### src/rtl/key_reader.sv
// key_reader: two-key debouncer producing a pressed level, press/release pulses and an up/down counter.
// Define KEY_READER_AUTOREPEAT_EN for autorepeat. `repeat` and `release` are SystemVerilog keywords,
// so the autorepeat period is the parameter repeat_period and the release pulses are the port key_release.
module key_reader #(
  parameter int unsigned width         = 8,
  parameter int unsigned debounce      = 50000,
  parameter int unsigned repeat_period = 25000000
) (
  input  logic             clk,
  input  logic             rst,
  input  logic [1:0]       keys_n,
  output logic [1:0]       state,
  output logic [1:0]       press,
  output logic [1:0]       key_release,
  output logic [width-1:0] value
);

  typedef enum logic [1:0] {
    RELEASED     = 2'd0,
    PRESS_WAIT   = 2'd1,
    PRESSED      = 2'd2,
    RELEASE_WAIT = 2'd3
  } key_st_t;

  localparam logic [23:0] DEB_LAST = 24'(debounce - 1);

  logic [1:0]       sync1_q, sync1_d;
  logic [1:0]       sync2_q, sync2_d;
  logic [1:0]       state_s, press_s, release_s;
  logic [width-1:0] value_q, value_d;

  // Inverting two-flop synchronizer: a held (low) key reads as 1 after two edges.
  always_comb begin
    sync1_d = ~keys_n;
    sync2_d = sync1_q;
  end

  // Synchronizer flops; reset to the released reading.
  always_ff @(posedge clk or posedge rst) begin
    if (rst) begin
      sync1_q <= 2'b00;
      sync2_q <= 2'b00;
    end else begin
      sync1_q <= sync1_d;
      sync2_q <= sync2_d;
    end
  end

  for (genvar i = 0; i < 2; i++) begin : g_key
    key_st_t     st_q, st_d;
    logic [23:0] cnt_q, cnt_d;
    logic        lvl_q, lvl_d;
    logic        prs_q, prs_d;
    logic        rls_q, rls_d;
    logic        sync_s;
`ifdef KEY_READER_AUTOREPEAT_EN
    localparam logic [31:0] RPT_LAST = 32'(repeat_period - 1);
    logic [31:0] rpt_q, rpt_d;
`endif

    assign sync_s = sync2_q[i];

    // Per-key debounce FSM: a change is accepted only after debounce stable cycles.
    always_comb begin
      st_d  = st_q;
      cnt_d = cnt_q;
      lvl_d = lvl_q;
      prs_d = 1'b0;
      rls_d = 1'b0;
`ifdef KEY_READER_AUTOREPEAT_EN
      rpt_d = rpt_q;
`endif
      case (st_q)
        RELEASED: begin
          if (sync_s) begin
            st_d  = PRESS_WAIT;
            cnt_d = 24'd0;
          end else begin
            st_d  = RELEASED;
          end
        end
        PRESS_WAIT: begin
          if (!sync_s) begin
            st_d = RELEASED;
          end else if (cnt_q == DEB_LAST) begin
            st_d  = PRESSED;
            lvl_d = 1'b1;
            prs_d = 1'b1;
`ifdef KEY_READER_AUTOREPEAT_EN
            rpt_d = 32'd0;
`endif
          end else begin
            cnt_d = cnt_q + 24'd1;
          end
        end
        PRESSED: begin
          if (!sync_s) begin
            st_d  = RELEASE_WAIT;
            cnt_d = 24'd0;
          end else begin
            st_d  = PRESSED;
`ifdef KEY_READER_AUTOREPEAT_EN
            // Repeat count holds while bouncing through RELEASE_WAIT and resumes on return.
            if (rpt_q == RPT_LAST) begin
              prs_d = 1'b1;
              rpt_d = 32'd0;
            end else begin
              rpt_d = rpt_q + 32'd1;
            end
`endif
          end
        end
        RELEASE_WAIT: begin
          if (sync_s) begin
            st_d = PRESSED;
          end else if (cnt_q == DEB_LAST) begin
            st_d  = RELEASED;
            lvl_d = 1'b0;
            rls_d = 1'b1;
          end else begin
            cnt_d = cnt_q + 24'd1;
          end
        end
        default: begin
          st_d  = RELEASED;
          cnt_d = 24'd0;
          lvl_d = 1'b0;
        end
      endcase
    end

    // Per-key FSM state, stability counter and registered outputs.
    always_ff @(posedge clk or posedge rst) begin
      if (rst) begin
        st_q  <= RELEASED;
        cnt_q <= 24'd0;
        lvl_q <= 1'b0;
        prs_q <= 1'b0;
        rls_q <= 1'b0;
`ifdef KEY_READER_AUTOREPEAT_EN
        rpt_q <= 32'd0;
`endif
      end else begin
        st_q  <= st_d;
        cnt_q <= cnt_d;
        lvl_q <= lvl_d;
        prs_q <= prs_d;
        rls_q <= rls_d;
`ifdef KEY_READER_AUTOREPEAT_EN
        rpt_q <= rpt_d;
`endif
      end
    end

    assign state_s[i]   = lvl_q;
    assign press_s[i]   = prs_q;
    assign release_s[i] = rls_q;
  end

  // Counter follows the registered press pulses; opposite presses in one cycle cancel.
  always_comb begin
    value_d = value_q;
    case (press_s)
      2'b01:   value_d = value_q + {{(width-1){1'b0}}, 1'b1};
      2'b10:   value_d = value_q - {{(width-1){1'b0}}, 1'b1};
      default: value_d = value_q;
    endcase
  end

  // Counter register.
  always_ff @(posedge clk or posedge rst) begin
    if (rst) begin
      value_q <= '0;
    end else begin
      value_q <= value_d;
    end
  end

  assign state       = state_s;
  assign press       = press_s;
  assign key_release = release_s;
  assign value       = value_q;

endmodule
### config.mk
export PLATFORM = sky130hd
export DESIGN_NAME = key_reader
export DESIGN_NICKNAME = d
export VERILOG_FILES = /design/src/rtl/key_reader.sv
export SDC_FILE = /design/constraint.sdc
export NUM_CORES = 1
export LEC_CHECK = 0
export CELL_PAD_IN_SITES_DETAIL_PLACEMENT = 1
export CELL_PAD_IN_SITES_GLOBAL_PLACEMENT = 1
export CORE_AREA = 3 3 93 95
export CTS_CLUSTER_SIZE = 14
export DETAILED_ROUTE_END_ITERATION = 7
export DIE_AREA = 0 0 96 98
export GPL_ROUTABILITY_DRIVEN = 0
export PLACE_DENSITY_LB_ADDON = 0.1
export SETUP_SLACK_MARGIN = 0.5
export SYNTH_ARGS = -nofsm -noshare
export SYNTH_HDL_FRONTEND = slang
export SYNTH_SLANG_ARGS = --single-unit
### constraint.sdc
create_clock -name clk -period 7.6 [get_ports clk]
set_input_delay 1.14 -clock clk [delete_from_list [all_inputs] [get_ports clk]]
set_output_delay 1.14 -clock clk [all_outputs]
set_load 0.05 [all_outputs]
==> results.sh, run 1 <==
export IMPL_peakVddDrop_uv=79.86
export IMPL_met3_usage_pct=3.390
export IMPL_ff2ff_setup_slack_ns=4.97
export IMPL_cts_hold_buffers=0
export IMPL_worst_pin_slew_ns=1.101
export IMPL_outcome="finished, final reports clean"
export IMPL_total_leakage_power_nw=1.750
export IMPL_drc=0
export IMPL_yosys_warnings=0
export IMPL_cts_buffers=9
export IMPL_drive_above_1_share_pct=5.430
export IMPL_ios=18
export IMPL_dp_hpwl_mm=6.713
export IMPL_via_per_inst=6.182
export IMPL_grt_usage_pct=22.10
export IMPL_layout_commonest_cell="dfrtp_1"
export IMPL_grt_pass1_wl_mm=16.57
export IMPL_path_cells="clkdlybuf4s50_1"
export IMPL_crit_cells=1
export IMPL_worst_path_buf_inv=1
export IMPL_core_mm2=0.007807
export IMPL_clkTransAtPathRegs_ns=0.09
export IMPL_powerDensity_mw_per_mm2=163.2
export IMPL_antenna_found_initial=0
export IMPL_holdPathEnd="sync2_q[0]$_DFF_PP0_"
export IMPL_dr_total_vias=3363
export IMPL_synth_nets=444
export IMPL_drv_slew=0
export IMPL_h_tree_depth=3
export IMPL_seq_area_frac_synth_pct=44.66
export IMPL_syn_area_mm2=0.003923
export IMPL_r2r_worst_path_cells=9
export IMPL_combinationalPowerShare_pct=5.0
export IMPL_p_sw_share_pct=25.80
export IMPL_grt_max_degree=71
export IMPL_crit_required_ns=6.46
export IMPL_power_switching_uw=180.5
export IMPL_regToRegStartpoint="g_key[0].prs_q$_DFF_PP0_"
export IMPL_start_kind="flop"
export IMPL_root_buffer="clkbuf_8"
export IMPL_use_met1_pct=31.17
export IMPL_cp_arrival_ns=1.75
export IMPL_worstSetupPathType="flop to primary output"
export IMPL_die_area_mm2=0.009408
export IMPL_routed_wl_mm=9.631
export IMPL_slowest_stage="clkdlybuf4s50_1"
export IMPL_p_int_uw=519.4
export IMPL_final_cell_mix="dfrtp_1, nand2_1, nor2_1"
export IMPL_postCtsSetupRepairBufs=0
export IMPL_drt_initial_drc_count=154
export IMPL_crit_path_end_kind="primary output"
export IMPL_min_period_ns=2.893
export IMPL_finalCritPeriodShare_pct=38.07
export IMPL_path_max_fanout=10
export IMPL_post_drt_wl_per_cell_um=17.70
export IMPL_slew_headroom_pct=26.30
export IMPL_power_share_clock_pct=38.9
export IMPL_ant_nets=0
export IMPL_synthArstFlopShare_pct=100.0
export IMPL_p_seq_share_pct=56.1
export IMPL_yosysUniqueCellTypes=49
export IMPL_grt_overflow_total=0
export IMPL_cts_tree="yes"
export IMPL_start_util_pct=50.24
export IMPL_hp_start="sync1_q[0]$_DFF_PP0_"
export IMPL_reg2reg_to="value[4]$_DFFE_PP0P_"
export IMPL_hold_viol=0
export IMPL_skew_ns=0.01176
export IMPL_syn_inst=435
export IMPL_hold_path_class="flop to flop"
export IMPL_synth_area_per_cell_um2=9.017
export IMPL_use_met2_pct=33.94
export IMPL_crit_family="buffers and inverters"
export IMPL_max_stage_delay_ns=0.87
export IMPL_area_growth_synth_to_final_pct=9.346
export IMPL_synth_edf_count=0
export IMPL_cts_resized_gates=0
export IMPL_synth_seq_cells=70
export IMPL_die_x_um=96
export IMPL_port_buffers=17
export IMPL_cts_max_path_buffers=2
export IMPL_rsz0062_at_grt="false"
export IMPL_clock_latency_ns=0.35
export IMPL_grt_busiest_layer="met2"
export IMPL_die_h_um=98
export IMPL_grt_pass1_vias=3332
export IMPL_final_core_util_pct=54.94
export IMPL_cts_sinks=70
export IMPL_diodes=0
export IMPL_synthFlopType="dfrtp_1"
export IMPL_cap_violations=0
export IMPL_setup_viol=0
export IMPL_fin_nets=446
export IMPL_hold_path_depth=0
export IMPL_fin_tns_setup_ns=0
export IMPL_max_freq_mhz=345.6
export IMPL_dr_pass1_iters=4
export IMPL_rows=32
[cells in the mapped netlist, drive strengths merged, types with 6 or more instances]
cell / instances / share of area (%)
nand3: 26 / 3.3
dfrtp: 70 / 45
buf: 8 / 1.4
nand4: 15 / 2.4
or3: 11 / 1.9
nor4: 18 / 2.9
a21oi: 22 / 2.8
nor2: 33 / 3.2
inv: 20 / 1.9
xor2: 9 / 2.0
xnor2: 20 / 4.5
a31oi: 11 / 1.8
clkbuf: 22 / 2.1
and3: 8 / 1.3
a22o: 8 / 1.8
and4: 8 / 1.8
or4: 9 / 1.7
o211ai: 6 / 1.1
o21ai: 17 / 2.2
nor3: 12 / 1.5
nand2: 34 / 3.3
[power groups by stage]
| stage | registers, mW | clock network (mW) | logic, mW |
|---|---|---|---|
| floorplan | 0.395 | 0 | 0.0262 |
| detailed placement | 0.399 | 0 | 0.0363 |
| finish | 0.392 | 0.272 | 0.0352 |
| global placement | 0.399 | 0 | 0.0341 |
| global route | 0.394 | 0.300 | 0.0405 |
| CTS | 0.392 | 0.280 | 0.0362 |
[registers in the layout, summed over array words and instances (netlist names), named ones only]
register     cells
g_key.cnt_q     48
value            8
g_key.lvl_q      2
g_key.prs_q      2
g_key.rls_q      2
g_key.st_q       2
sync1_q          2
sync2_q          2
[area by class of cell]
type                            instances  area [um^2]
Multi-Input combinational cell        314         1956
Clock buffer                           11        141.4
Sequential cell                        70         1752
Timing Repair Buffer                   21        200.2
Clock inverter                          5        33.78
Inverter                               21        78.83
Tap cell                              102        127.6
Fill cell                             914         3518
[worst max path at each step]
stage,slack (ns),end,start
floorplan,4.69,async pin,rst
global placement,5.07,value[6]$_DFFE_PP0P_,g_key[0].prs_q$_DFF_PP0_
detailed placement,4.97,value[4]$_DFFE_PP0P_,g_key[0].prs_q$_DFF_PP0_
CTS,4.69,value[4],value[4]$_DFFE_PP0P_
global route,4.64,value[3],value[3]$_DFFE_PP0P_
finish,4.71,value[4],value[4]$_DFFE_PP0P_
[per-layer routing]
layer	routed length [um]	vias up
met4	151	0
li1	-	1597
met2	4578	50
met5	0	-
met3	265	15
met1	4635	1701
[cell families (layout without fill, tap and decap cells)]
| group | Yosys count | in the layout | share of synthesized area (%) |
|---|---|---|---|
| simple gates | 189 | 189 | 26.03 |
| compound gates | 84 | 84 | 13.91 |
| flops | 70 | 70 | 44.66 |
| buf+inv | 51 | 58 | 5.486 |
| xor+xnor | 29 | 29 | 6.475 |
| mux | 7 | 7 | 1.850 |
| fa+ha+maj | 5 | 5 | 1.595 |
[per-stage QoR]
step / hold slack (ns) / setup slack, ns / instance area [um^2] / total power [mW] / cells
finish: 0.3608 / 4.707 / 4289 / 0.6999 / 544
global route: 0.3662 / 4.643 / 4289 / 0.7344 / 544
CTS: 0.3708 / 4.695 / 4289 / 0.7079 / 544
detailed placement: 0.3576 / 4.974 / 4114 / 0.4356 / 528
global placement: 0.3335 / 5.070 / 4114 / 0.4327 / 528
floorplan: 0.3312 / 4.692 / 3923 / 0.4215 / 435
No activity file was read; power rests on OpenSTA's default activity.
==> run 2, diff against run 1 <==
CORE_AREA = 3 3 96 98   (was 3 3 93 95)
DIE_AREA = 0 0 99 101   (was 0 0 96 98)
clock period = 2.99 ns   (was 7.6 ns; I/O delays follow)
==> results.sh, run 2 (synthesized netlist as in run 1, its figures left out) <==
export IMPL_core_mm2=0.008551
export IMPL_grt_usage_pct=20.33
export IMPL_crit_required_ns=3.28
export IMPL_hold_viol=0
export IMPL_clock_latency_ns=0.35
export IMPL_max_stage_delay_ns=0.60
export IMPL_cts_buffers=9
export IMPL_rsz0062_at_grt="false"
export IMPL_cts_max_path_buffers=2
export IMPL_final_core_util_pct=51.10
export IMPL_drv_slew=0
export IMPL_port_buffers=17
export IMPL_slew_headroom_pct=24.70
export IMPL_holdWs_ns=0.3506
export IMPL_drc=0
export IMPL_rows=34
export IMPL_path_cells="xnor2_1 -> or4_4 -> or3_4 -> or4_1 -> nand2_1"
export IMPL_layout_commonest_cell="dfrtp_1"
export IMPL_ios=18
export IMPL_area_growth_synth_to_final_pct=11.39
export IMPL_fin_tns_setup_ns=0
export IMPL_dp_hpwl_mm=6.650
export IMPL_largest_reg_flops=48
export IMPL_routed_wl_mm=9.589
export IMPL_largest_register="g_key.cnt_q"
export IMPL_peakVddDrop_uv=202.7
export IMPL_slowest_stage="or4_4"
export IMPL_ant_nets=0
export IMPL_cts_sinks=70
export IMPL_finalCritPeriodShare_pct=75.95
export IMPL_die_h_um=101
export IMPL_start_kind="flop"
export IMPL_grt_overflow_total=0
export IMPL_cts_tree="yes"
export IMPL_h_tree_depth=3
export IMPL_cp_arrival_ns=2.56
export IMPL_final_cell_mix="dfrtp_1, nand2_1, nor2_1"
export IMPL_post_drt_wl_per_cell_um=17.31
export IMPL_clkTransAtPathRegs_ns=0.08
export IMPL_crit_path_end_kind="flop"
export IMPL_grt_max_degree=47
export IMPL_diodes=0
export IMPL_min_period_ns=2.271
export IMPL_worst_pin_slew_ns=1.125
export IMPL_start_util_pct=45.87
export IMPL_root_buffer="clkbuf_8"
export IMPL_grt_pass1_wl_mm=16.57
export IMPL_die_x_um=99
export IMPL_via_per_inst=5.982
export IMPL_drive_above_1_share_pct=6.278
export IMPL_worstSetupPathType="flop to flop"
export IMPL_timing_final_ws_setup_ns=0.7192
export IMPL_outcome="finished, final reports clean"
export IMPL_antenna_found_initial=0
export IMPL_dr_total_vias=3314
export IMPL_path_max_fanout=10
export IMPL_dr_pass1_iters=4
export IMPL_cap_violations=0
export IMPL_drt_initial_drc_count=92
export IMPL_max_freq_mhz=440.4
export IMPL_hp_start="sync1_q[0]$_DFF_PP0_"
export IMPL_cts_hold_buffers=0
export IMPL_dp_slack_ns=0.5943
export IMPL_die_area_mm2=0.009999
export IMPL_crit_family="simple AND/OR/NAND/NOR gates"
export IMPL_total_leakage_power_nw=1.791
export IMPL_fin_nets=450
export IMPL_worst_path_buf_inv=0
export IMPL_powerDensity_mw_per_mm2=429.8
export IMPL_grt_pass1_vias=3391
export IMPL_hold_path_class="flop to flop"
export IMPL_setup_viol=0
export IMPL_skew_ns=0.009348
## run 2: final cells by class
cell class	count	area [um^2]
Clock inverter	3	42.54
Sequential cell	70	1752
Inverter	21	78.83
Timing Repair Buffer	25	242.7
Fill cell	994	4182
Tap cell	108	135.1
Clock buffer	13	158.9
Multi-Input combinational cell	314	1959
## run 2: power breakdown
| part | total (mW) | switching (mW) | leakage, nW | internal, mW |
|---|---|---|---|---|
| logic | 0.0960 | 0.0619 | 0.732 | 0.0340 |
| clock network | 0.785 | 0.354 | 0.0996 | 0.431 |
| registers | 0.997 | 0.0305 | 0.959 | 0.967 |
| total | 1.88 | 0.447 | 1.79 | 1.43 |
## run 2: worst paths after layout
kind,end,slack [ns],depth (start not counted)
worst max-delay path,g_key[0].cnt_q[23]$_DFFE_PP0P_,0.72,5
worst min-delay path,sync2_q[0]$_DFF_PP0_,0.35,0
worst max register to register,g_key[0].cnt_q[23]$_DFFE_PP0P_,0.72,5
worst min register to register,sync2_q[0]$_DFF_PP0_,0.35,0
max in group asynchronous,g_key[1].cnt_q[16]$_DFFE_PP0P_,1.84,3
min in group asynchronous,g_key[0].st_q[0]$_DFFE_PP0P_,0.49,2
## run 2: layer usage
metal / vias to the layer above / track usage (%) / part of all wire (%)
met5: - / 0 / 0
met4: 0 / 5.777 / 0.91
met3: 8 / 3.391 / 2.1
met2: 31 / 32.23 / 46
met1: 1668 / 28.71 / 51
li1: 1607 / - / -
## run 2: what timing repair did
item / in CTS / in global routing
buffers inserted: 0 / 0
gates resized for setup: 0 / 1
endpoints found under the setup margin: 0 / 1
## run 2: through the flow
step	power (mW)	area, um^2	cells
after global placement	1.107	4164	538
after CTS	1.910	4365	554
after global routing	1.965	4369	554
after detailed placement	1.114	4164	538
final	1.878	4369	554
after floorplan	1.071	3924	435
